File: src/rtl/bus_arbiter_pkg.sv
// Shared definitions for the MIPS memory bus: arbiter states, master ids,
// and the bus widths reused by the CPU and the bus memory.
package bus_arbiter_pkg;

    localparam int unsigned BUS_ADDR_WIDTH = 32;
    localparam int unsigned BUS_DATA_WIDTH = 32;
    localparam int unsigned BUS_BE_WIDTH   = BUS_DATA_WIDTH / 8;

    // Encodings are visible on grant_state, so they are fixed explicitly.
    typedef enum logic [1:0] {
        IDLE    = 2'b00,
        GRANT_I = 2'b01,
        GRANT_D = 2'b10
    } arb_state_e;

    typedef enum logic {
        INSTR = 1'b0,
        DATA  = 1'b1
    } master_id_e;

endpackage : bus_arbiter_pkg

File: src/rtl/bus_arbiter_if.sv
// Bundle of every bus signal around the arbiter: the instruction-fetch port,
// the data load/store port and the slave (bus memory) port.
// Modport "master" is the arbiter's view (it masters the slave side);
// modport "slave" is the view of the surrounding CPU ports and memory.
interface bus_arbiter_if #(
    parameter int unsigned ADDR_WIDTH = 32,
    parameter int unsigned DATA_WIDTH = 32
);
    localparam int unsigned BE_WIDTH = DATA_WIDTH / 8;

    // Instruction-fetch master (read-only)
    logic [ADDR_WIDTH-1:0] i_address;
    logic                  i_read;
    logic                  i_waitrequest;
    logic [DATA_WIDTH-1:0] i_readdata;

    // Data load/store master
    logic [ADDR_WIDTH-1:0] d_address;
    logic                  d_read;
    logic                  d_write;
    logic [DATA_WIDTH-1:0] d_writedata;
    logic [BE_WIDTH-1:0]   d_byteenable;
    logic                  d_waitrequest;
    logic [DATA_WIDTH-1:0] d_readdata;

    // Slave (bus memory)
    logic [ADDR_WIDTH-1:0] m_address;
    logic                  m_read;
    logic                  m_write;
    logic [DATA_WIDTH-1:0] m_writedata;
    logic [BE_WIDTH-1:0]   m_byteenable;
    logic                  m_waitrequest;
    logic [DATA_WIDTH-1:0] m_readdata;

    modport master (
        input  i_address, i_read,
        output i_waitrequest, i_readdata,
        input  d_address, d_read, d_write, d_writedata, d_byteenable,
        output d_waitrequest, d_readdata,
        output m_address, m_read, m_write, m_writedata, m_byteenable,
        input  m_waitrequest, m_readdata
    );

    modport slave (
        output i_address, i_read,
        input  i_waitrequest, i_readdata,
        output d_address, d_read, d_write, d_writedata, d_byteenable,
        input  d_waitrequest, d_readdata,
        input  m_address, m_read, m_write, m_writedata, m_byteenable,
        output m_waitrequest, m_readdata
    );

endinterface : bus_arbiter_if

File: src/rtl/bus_arbiter_rr_picker.sv
// Round-robin tie-break between the two masters. Purely combinational:
// a lone requester wins outright; on a tie the master that was not granted
// last wins.
module rr_picker
    import bus_arbiter_pkg::*;
(
    input  logic       req_i,
    input  logic       req_d,
    input  master_id_e last_grant,
    output logic       win_valid,
    output master_id_e winner
);

    // Pick the winner for the next grant
    always_comb begin
        win_valid = req_i | req_d;
        winner    = INSTR;
        if (req_i && req_d) begin
            winner = (last_grant == INSTR) ? DATA : INSTR;
        end else if (req_d) begin
            winner = DATA;
        end
    end

endmodule : rr_picker

File: src/rtl/bus_arbiter.sv
// Two-master / one-slave arbiter for the MIPS CPU memory bus. Serialises
// instruction-fetch and data accesses, forwards the granted master to the
// slave, and releases a grant whose slave stalls too long (sticky error).
module bus_arbiter
    import bus_arbiter_pkg::*;
#(
    parameter int unsigned ADDR_WIDTH     = 32,
    parameter int unsigned DATA_WIDTH     = 32,
    parameter int unsigned TIMEOUT_CYCLES = 16   // legal range 2..255
) (
    input  logic                 clk,
    input  logic                 reset,
    bus_arbiter_if.master        bus,
    output logic [1:0]           grant_state,
    output logic                 timeout_err
);

    localparam int unsigned BE_WIDTH = DATA_WIDTH / 8;
    localparam logic [7:0]  WAIT_LIMIT = 8'(TIMEOUT_CYCLES - 1);

    arb_state_e state_q, state_d;
    master_id_e last_grant_q, last_grant_d;
    logic [7:0] wait_cnt_q, wait_cnt_d;
    logic       timeout_err_q, timeout_err_d;

    logic       req_i, req_d;
    logic       win_valid;
    master_id_e winner;

    logic                  granted;
    logic                  granted_req;
    master_id_e            granted_id;

    logic [ADDR_WIDTH-1:0] m_address_c;
    logic                  m_read_c;
    logic                  m_write_c;
    logic [DATA_WIDTH-1:0] m_writedata_c;
    logic [BE_WIDTH-1:0]   m_byteenable_c;
    logic                  i_wait_c;
    logic                  d_wait_c;

    assign req_i = bus.i_read;
    assign req_d = bus.d_read | bus.d_write;

    rr_picker u_rr_picker (
        .req_i      (req_i),
        .req_d      (req_d),
        .last_grant (last_grant_q),
        .win_valid  (win_valid),
        .winner     (winner)
    );

    // Next-state, watchdog and slave-side forwarding
    always_comb begin
        state_d        = state_q;
        last_grant_d   = last_grant_q;
        wait_cnt_d     = wait_cnt_q;
        timeout_err_d  = timeout_err_q;
        m_address_c    = '0;
        m_read_c       = 1'b0;
        m_write_c      = 1'b0;
        m_writedata_c  = '0;
        m_byteenable_c = '0;
        i_wait_c       = req_i;
        d_wait_c       = req_d;
        granted        = 1'b0;
        granted_req    = 1'b0;
        granted_id     = INSTR;

        case (state_q)
            IDLE: begin
                wait_cnt_d = '0;
                if (win_valid) begin
                    state_d = (winner == DATA) ? GRANT_D : GRANT_I;
                end
            end
            GRANT_I: begin
                granted        = 1'b1;
                granted_req    = req_i;
                granted_id     = INSTR;
                m_address_c    = bus.i_address;
                m_read_c       = bus.i_read;
                m_byteenable_c = '1;
                i_wait_c       = req_i & bus.m_waitrequest;
            end
            GRANT_D: begin
                granted        = 1'b1;
                granted_req    = req_d;
                granted_id     = DATA;
                m_address_c    = bus.d_address;
                m_read_c       = bus.d_read;
                m_write_c      = bus.d_write;
                m_writedata_c  = bus.d_writedata;
                m_byteenable_c = bus.d_byteenable;
                d_wait_c       = req_d & bus.m_waitrequest;
            end
            default: begin
                state_d = IDLE;
            end
        endcase

        // Both grant states share one exit policy: abort, complete, time out
        // or keep counting stalled cycles.
        if (granted) begin
            if (!granted_req) begin
                state_d    = IDLE;
                wait_cnt_d = '0;
            end else if (!bus.m_waitrequest) begin
                state_d      = IDLE;
                last_grant_d = granted_id;
                wait_cnt_d   = '0;
            end else if (wait_cnt_q == WAIT_LIMIT) begin
                state_d       = IDLE;
                last_grant_d  = granted_id;
                timeout_err_d = 1'b1;
                wait_cnt_d    = '0;
            end else begin
                wait_cnt_d = wait_cnt_q + 8'd1;
            end
        end
    end

    // State, round-robin history, watchdog counter and sticky error
    always_ff @(posedge clk or posedge reset) begin
        if (reset) begin
            state_q       <= IDLE;
            last_grant_q  <= INSTR;
            wait_cnt_q    <= '0;
            timeout_err_q <= 1'b0;
        end else begin
            state_q       <= state_d;
            last_grant_q  <= last_grant_d;
            wait_cnt_q    <= wait_cnt_d;
            timeout_err_q <= timeout_err_d;
        end
    end

    assign bus.m_address     = m_address_c;
    assign bus.m_read        = m_read_c;
    assign bus.m_write       = m_write_c;
    assign bus.m_writedata   = m_writedata_c;
    assign bus.m_byteenable  = m_byteenable_c;
    assign bus.i_waitrequest = i_wait_c;
    assign bus.d_waitrequest = d_wait_c;
    assign bus.i_readdata    = bus.m_readdata;
    assign bus.d_readdata    = bus.m_readdata;

    assign grant_state = state_q;
    assign timeout_err = timeout_err_q;

endmodule : bus_arbiter

File: src/flat_wrapper.sv
// flat-port wrapper written by rule: the top's interface ports become plain ports
module bus_arbiter_flat import bus_arbiter_pkg::*;
#(
    parameter int unsigned ADDR_WIDTH     = 32,
    parameter int unsigned DATA_WIDTH     = 32,
    parameter int unsigned TIMEOUT_CYCLES = 16                        
)
  (clk, reset, grant_state, timeout_err, bus_i_address, bus_i_read, bus_i_waitrequest, bus_i_readdata, bus_d_address, bus_d_read, bus_d_write, bus_d_writedata, bus_d_byteenable, bus_d_waitrequest, bus_d_readdata, bus_m_address, bus_m_read, bus_m_write, bus_m_writedata, bus_m_byteenable, bus_m_waitrequest, bus_m_readdata);
  bus_arbiter_if #(.ADDR_WIDTH(ADDR_WIDTH), .DATA_WIDTH(DATA_WIDTH)) bus_i ();
  input  logic clk;
  input  logic reset;
  output logic [1:0] grant_state;
  output logic timeout_err;
  input wire logic [$bits(bus_i.i_address)-1:0] bus_i_address;
  input wire logic [$bits(bus_i.i_read)-1:0] bus_i_read;
  output wire logic [$bits(bus_i.i_waitrequest)-1:0] bus_i_waitrequest;
  output wire logic [$bits(bus_i.i_readdata)-1:0] bus_i_readdata;
  input wire logic [$bits(bus_i.d_address)-1:0] bus_d_address;
  input wire logic [$bits(bus_i.d_read)-1:0] bus_d_read;
  input wire logic [$bits(bus_i.d_write)-1:0] bus_d_write;
  input wire logic [$bits(bus_i.d_writedata)-1:0] bus_d_writedata;
  input wire logic [$bits(bus_i.d_byteenable)-1:0] bus_d_byteenable;
  output wire logic [$bits(bus_i.d_waitrequest)-1:0] bus_d_waitrequest;
  output wire logic [$bits(bus_i.d_readdata)-1:0] bus_d_readdata;
  output wire logic [$bits(bus_i.m_address)-1:0] bus_m_address;
  output wire logic [$bits(bus_i.m_read)-1:0] bus_m_read;
  output wire logic [$bits(bus_i.m_write)-1:0] bus_m_write;
  output wire logic [$bits(bus_i.m_writedata)-1:0] bus_m_writedata;
  output wire logic [$bits(bus_i.m_byteenable)-1:0] bus_m_byteenable;
  input wire logic [$bits(bus_i.m_waitrequest)-1:0] bus_m_waitrequest;
  input wire logic [$bits(bus_i.m_readdata)-1:0] bus_m_readdata;
  assign bus_i.i_address = bus_i_address;
  assign bus_i.i_read = bus_i_read;
  assign bus_i_waitrequest = bus_i.i_waitrequest;
  assign bus_i_readdata = bus_i.i_readdata;
  assign bus_i.d_address = bus_d_address;
  assign bus_i.d_read = bus_d_read;
  assign bus_i.d_write = bus_d_write;
  assign bus_i.d_writedata = bus_d_writedata;
  assign bus_i.d_byteenable = bus_d_byteenable;
  assign bus_d_waitrequest = bus_i.d_waitrequest;
  assign bus_d_readdata = bus_i.d_readdata;
  assign bus_m_address = bus_i.m_address;
  assign bus_m_read = bus_i.m_read;
  assign bus_m_write = bus_i.m_write;
  assign bus_m_writedata = bus_i.m_writedata;
  assign bus_m_byteenable = bus_i.m_byteenable;
  assign bus_i.m_waitrequest = bus_m_waitrequest;
  assign bus_i.m_readdata = bus_m_readdata;
  bus_arbiter #(.ADDR_WIDTH(ADDR_WIDTH), .DATA_WIDTH(DATA_WIDTH), .TIMEOUT_CYCLES(TIMEOUT_CYCLES)) u_core (.clk(clk), .reset(reset), .bus(bus_i), .grant_state(grant_state), .timeout_err(timeout_err));
endmodule
File: config.mk
export PLATFORM = sky130hd
export DESIGN_NAME = bus_arbiter_flat
export DESIGN_NICKNAME = d
export VERILOG_FILES = /design/src/rtl/bus_arbiter_pkg.sv /design/src/rtl/bus_arbiter_if.sv /design/src/rtl/bus_arbiter_rr_picker.sv /design/src/rtl/bus_arbiter.sv /design/src/flat_wrapper.sv
export SDC_FILE = /design/constraint.sdc
export NUM_CORES = 1
export LEC_CHECK = 0
export CAP_MARGIN = 20
export CORE_AREA = 2 2 107 109
export DETAILED_ROUTE_END_ITERATION = 6
export DIE_AREA = 0 0 109 111
export SLEW_MARGIN = 0
export SYNTH_ARGS = -nofsm -noshare
export SYNTH_HDL_FRONTEND = slang
export SYNTH_SLANG_ARGS = --single-unit
File: constraint.sdc
create_clock -name clk -period 1.8 [get_ports clk]
set_clock_uncertainty 0.05 [all_clocks]
set_input_delay 0.18 -clock clk [delete_from_list [all_inputs] [get_ports clk]]
set_output_delay 0.18 -clock clk [all_outputs]
set_load 0.005 [all_outputs]
# Word level (Yosys, flattened, before mapping)
# Index checks and enable logic that the tools add are counted.
# totals
wordCells,46
input_bits,138
ff_bits,12
# op_classes
n_eq_ne,4
n_mux,27
n_reduce_logical,6
addsub,1
n_bitwise,4
# op_table
op,n
one-hot mux 32 bit (2 select lines),1
2-to-1 mux 8 bit,5
2-to-1 mux 32 bit,1
2-to-1 mux 2 bit,6
2-to-1 mux 1 bit,10
adder 8 x 1 -> 8 bit (second input constant),1
equality test 8 x 4 -> 1 bit (second input constant),1
one-hot mux 4 bit (2 select lines),1
one-hot mux 1 bit (2 select lines),2
one-hot mux 2 bit (2 select lines),1
AND reduction 4 bit,1
AND reduction 3 bit,1
bitwise AND 1 bit,2
equality test 2 x 1 -> 1 bit (second input constant),1
equality test 2 bit (second input constant),1
zero test 2 bit,1
inequality test 2 x 1 -> 1 bit (second input constant),1
bitwise OR 1 bit,2
nonzero test 2 bit,1
OR reduction 2 bit,1
logical AND 1 bit,1

# Longest topological paths before layout
# logic_depth
depth_word,10
ltp_mapped,7
depth_no_buf,6

# Cells and area by module
# A second synthesis with hierarchy kept.
# hier_totals
hier_cells,273
area_unflattened_um2,1969.4
# modules_own_cells
module,seq_area_each_um2,instances,cells_per_inst,area_per_inst_um2
bus_arbiter,300.3,1,271,1955.6
rr_picker,0.0,1,2,13.8

# Worst setup path after synthesis
# OpenSTA, ideal clock, no wires.
# synth_path
path_type,reg-to-output
start,register u_core.state_q[0] (netlist: u_core.grant_state[0])
end,output bus_m_address[10]
setup_slack_ns,0.027
t_arrival_ns,1.543
path_buffers,2
path_stages_with_launch,7
cell_sequence,dfrtp_1 inv_1 ha_1 inv_1 clkbuf_1 buf_1 nor2_1
# synth_between
elab_chain_len,2
word_cells_on_any_way,3
# synth_rtl
item,line_no,rtl
from (decl),bus_arbiter.sv:21,"arb_state_e state_q, state_d;"
from (signal assigned),bus_arbiter.sv:131,state_q <= state_d;
equality test 2 bit / equality test 2 x 1 -> 1 bit (equally long branches),bus_arbiter.sv:70,case (state_q)
one-hot mux 32 bit (2 select lines) *,bus_arbiter.sv:70,
to (decl),flat_wrapper.sv:25,output wire logic [$bits(bus_i.m_address)-1:0] bus_m_address;
# Mark *: on every way between the ends. The rest lies on a longest branch, timed or not.

# Worst setup path in the final report
# layout_path
start,register u_core.state_q[1] (netlist: u_core.grant_state[1])
end,output bus_m_address[1]
# The elaborated chain is that of the path after synthesis.

==> implementation parameters <==
Parameter                              Value

Floorplan
  Horizontal die dimension    109 um
  Core region area    0.0111 mm^2
  Full die area    0.0121 mm^2
  # IOs    277
  Die Y-Extent    111 um
  Starting Density    0.169
  Site row count    39

Place
  Port buffer count    180
  Post-detail-place hpwl    7670 um
  Post-detailed-placement cell area    0.00352 mm^2
  Final estimated routing congestion in global placement    0.910
  Dpl cells    527

Timing
  Final critical-path required period    1990 ps
  Endpoints failing setup    50
  Summed negative setup slack over all endpoints    -2400 ps
  Worst-case setup margin in the final layout    -194 ps
  Count of pins over their slew limit    0
  Final clock period utilization by the worst path    1.11
  Hold violation total from the final report    0
  Unrepaired setup endpoints after global routing    yes
  Actual transition at the worst max-transition pin    478 ps
  Worst slew slack as a fraction of its limit    0.681
  Fmax    502 MHz

Finish
  Area added between synthesis and finish    131%
  Summed area of non-filler cells in the final layout    0.00433 mm^2
  Combined flip-flop and latch cell area    300 um^2
  Area taken by multi-input logic gates    0.00140 mm^2
  Share of post-route cells with drive strength above 1    0.521
  Finished Layout Cells    573
  Count of nets after finishing    575
  Number of diodes    0
  Number of fillers in the final layout    1142
  Fin util    0.390

Synth
  Library cells used by synthesis    33
  Yosys top cell area share    0.261
  Post-synth ARST share    1.00
  Synth Area per Inst    7.07 um^2
  Post-synth EDFFs    0
  Instance count of the mapped netlist    265
  Leading cell type by number of instances after synthesis    sky130_fd_sc_hd__buf_4
  Yosys reg bits    12
  Cell area after technology mapping    0.00187 mm^2
  Largest area contributor in the netlist    sky130_fd_sc_hd__buf_4
  Dominant cells by area after synthesis    sky130_fd_sc_hd__buf_4 26%, sky130_fd_sc_hd__dfrtp_1 16%, sky130_fd_sc_hd__a22oi_1 13%
  Predominant post-synthesis flop cell    sky130_fd_sc_hd__dfrtp_1
  Post-Syn Nets    408
  Most instantiated cells after synthesis    65 x sky130_fd_sc_hd__buf_4, 42 x sky130_fd_sc_hd__nor2_1, 33 x sky130_fd_sc_hd__and2_1, 32 x sky130_fd_sc_hd__a22oi_1
  Warning count from the yosys run    0
  Part of the Yosys area used for sequential elements    0.160

Flow run
  Max-cap viol count    0

Detailed routing
  DR vias    2502
  Via-to-Cell Ratio    4.37
  Initial detailed-routing violation count    59
  Count of antenna-violating nets left after detailed routing    0
  1st-pass router iterations    4
  Total length of routed wires    11700 um
  DRC errors left    0
  Average wire per standard cell    20.3 um

Pwr
  Final Power    5.31 mW
  IR Drop Worst-Case VDD    0.650 mV
  Pwr dens    1230 mW/mm^2
  Leakage component of the power    1.82 nW

Global routing
  Remaining global-route overflow    0
  Number of global-route vias before repair    2615
  GRT Total Usage    0.172
  Initial antenna violation count    0
  Global-route wire length before repair    15800 um
  Largest net degree at the start of global routing    15

CTS
  Num CTS Buffers    3
  Clock tree from TritonCTS    done
  Maximum root-to-sink buffer count    2
  Clock Sinks    12
  Register clock-pin slew on the reported worst setup and hold paths    40 ps
  H-tree levels    1
  Clock root buffer master    sky130_fd_sc_hd__clkbuf_16
  Insertion delay of the later-clocked pin in the worst-skew pair    240 ps

Run status
  Violations in the final reports    negative setup slack
  Outcome    complete, but fails checks

Setup path
  CP Launch Type    register
  R2R Path End    u_core.wait_cnt_q[3]
  Count of cells along the worst register-to-register path    8
  Crit path kind    reg2out
  CP Data Arrival Time    1760 ps
  Worst path required time    1570 ps
  Worst reg2reg path startpoint    u_core.grant_state[0]
  Worst-path fanout max    6
  Worst R2R Setup Slack    -110 ps
  Kind of capture point of the worst setup path    primary output

Worst hold path
  Worst hold path type    in2async
[metrics by stage]
step / worst slack [ps] / hold WS [ps]
2_1_floorplan: 27.1 / -5.30
3_3_place_gp: -274 / 310
3_5_place_dp: -268 / 310
4_1_cts: -213 / 223
5_1_grt: -203 / 266
6_report: -194 / 204
[final cells by class]
type / instances / area share
inverter: 6 / 0.00694
clock buffer: 3 / 0.0174
tap: 143 / 0.0414
timing repair buffer: 243 / 0.541
sequential: 12 / 0.0694
multi-input combinational: 166 / 0.324
[layer usage]
metal | GRT usage | wire length [um]
met2 | 0.300 | 5810
met5 | 0 | 0
met4 | 0.0248 | 101
met3 | 0.0406 | 997
met1 | 0.216 | 4750
[worst max-delay path, stage by stage, from the launching register on]
cell and delay (ps):
sky130_fd_sc_hd__dfrtp_1 410, sky130_fd_sc_hd__buf_6 140, sky130_fd_sc_hd__ha_4 180, sky130_fd_sc_hd__buf_8 140
sky130_fd_sc_hd__buf_16 130, sky130_fd_sc_hd__a22oi_2 300, sky130_fd_sc_hd__nor2_1 70, sky130_fd_sc_hd__buf_2 140
[state kept, by name, summed over array words and instances, names as in the netlist]
name                 cells
u_core.wait_cnt_q        8
u_core.grant_state       2
u_core.last_grant_q      1
u_core.timeout_err       1
[how the worst max path moves through the flow]
stage                     startpoint                    to  slack (ps)  depth (start not counted)
6_report       u_core.grant_state[1]      bus_m_address[1]        -190                          7
5_1_grt        u_core.grant_state[0]  u_core.wait_cnt_q[3]        -200                          8
3_3_place_gp   u_core.grant_state[1]      bus_m_address[0]        -270                          6
3_5_place_dp   u_core.grant_state[1]      bus_m_address[0]        -270                          6
4_1_cts        u_core.grant_state[1]      bus_m_address[2]        -210                          7
2_1_floorplan  u_core.grant_state[0]     bus_m_address[10]          30                          6
[cell families after synthesis]
group / Yosys count / synth area share
buffers and inverters: 87 / 0.305
and+or+nand+nor: 98 / 0.258
adders and majority gates: 5 / 0.0334
muxes: 3 / 0.0174
xor gates and xnor gates: 2 / 0.00935
AOI/OAI and AO/OA: 58 / 0.217
DFF: 12 / 0.160
[cell usage in the layout (no fill, tap or decap), types with 6 or more instances in the layout]
| master | synthesis | layout |
|---|---|---|
| sky130_fd_sc_hd__nor2_2 | 0 | 18 |
| sky130_fd_sc_hd__clkdlybuf4s50_1 | 0 | 108 |
| sky130_fd_sc_hd__and2_1 | 33 | 25 |
| sky130_fd_sc_hd__a22oi_2 | 0 | 32 |
| sky130_fd_sc_hd__buf_4 | 65 | 20 |
| sky130_fd_sc_hd__clkbuf_16 | 0 | 7 |
| sky130_fd_sc_hd__clkbuf_2 | 0 | 6 |
| sky130_fd_sc_hd__nand2_1 | 13 | 12 |
| sky130_fd_sc_hd__buf_12 | 0 | 7 |
| sky130_fd_sc_hd__nor2_1 | 42 | 19 |
| sky130_fd_sc_hd__buf_6 | 0 | 31 |
| sky130_fd_sc_hd__and2_4 | 0 | 8 |
| sky130_fd_sc_hd__buf_8 | 0 | 6 |
| sky130_fd_sc_hd__buf_2 | 0 | 56 |
| sky130_fd_sc_hd__dfrtp_1 | 12 | 12 |
[what timing repair did]
item / 4_1_cts / 5_1_grt
hold buffers: 0 / 0
hold endpoints to repair: 0 / 0
gates cloned: 6 / 4
endpoints found under the setup margin: 75 / 70
buffers inserted: 30 / 8
pin swaps: 31 / 27
resized for setup: 342 / 88
[where the power goes]
group          total (mW)  internal (mW)  switching [mW]
logic                4.57           2.61            1.96
registers           0.336          0.304          0.0320
clock network       0.402          0.289           0.113
total                5.31           3.21            2.10
(Power assumes the default switching activity.)
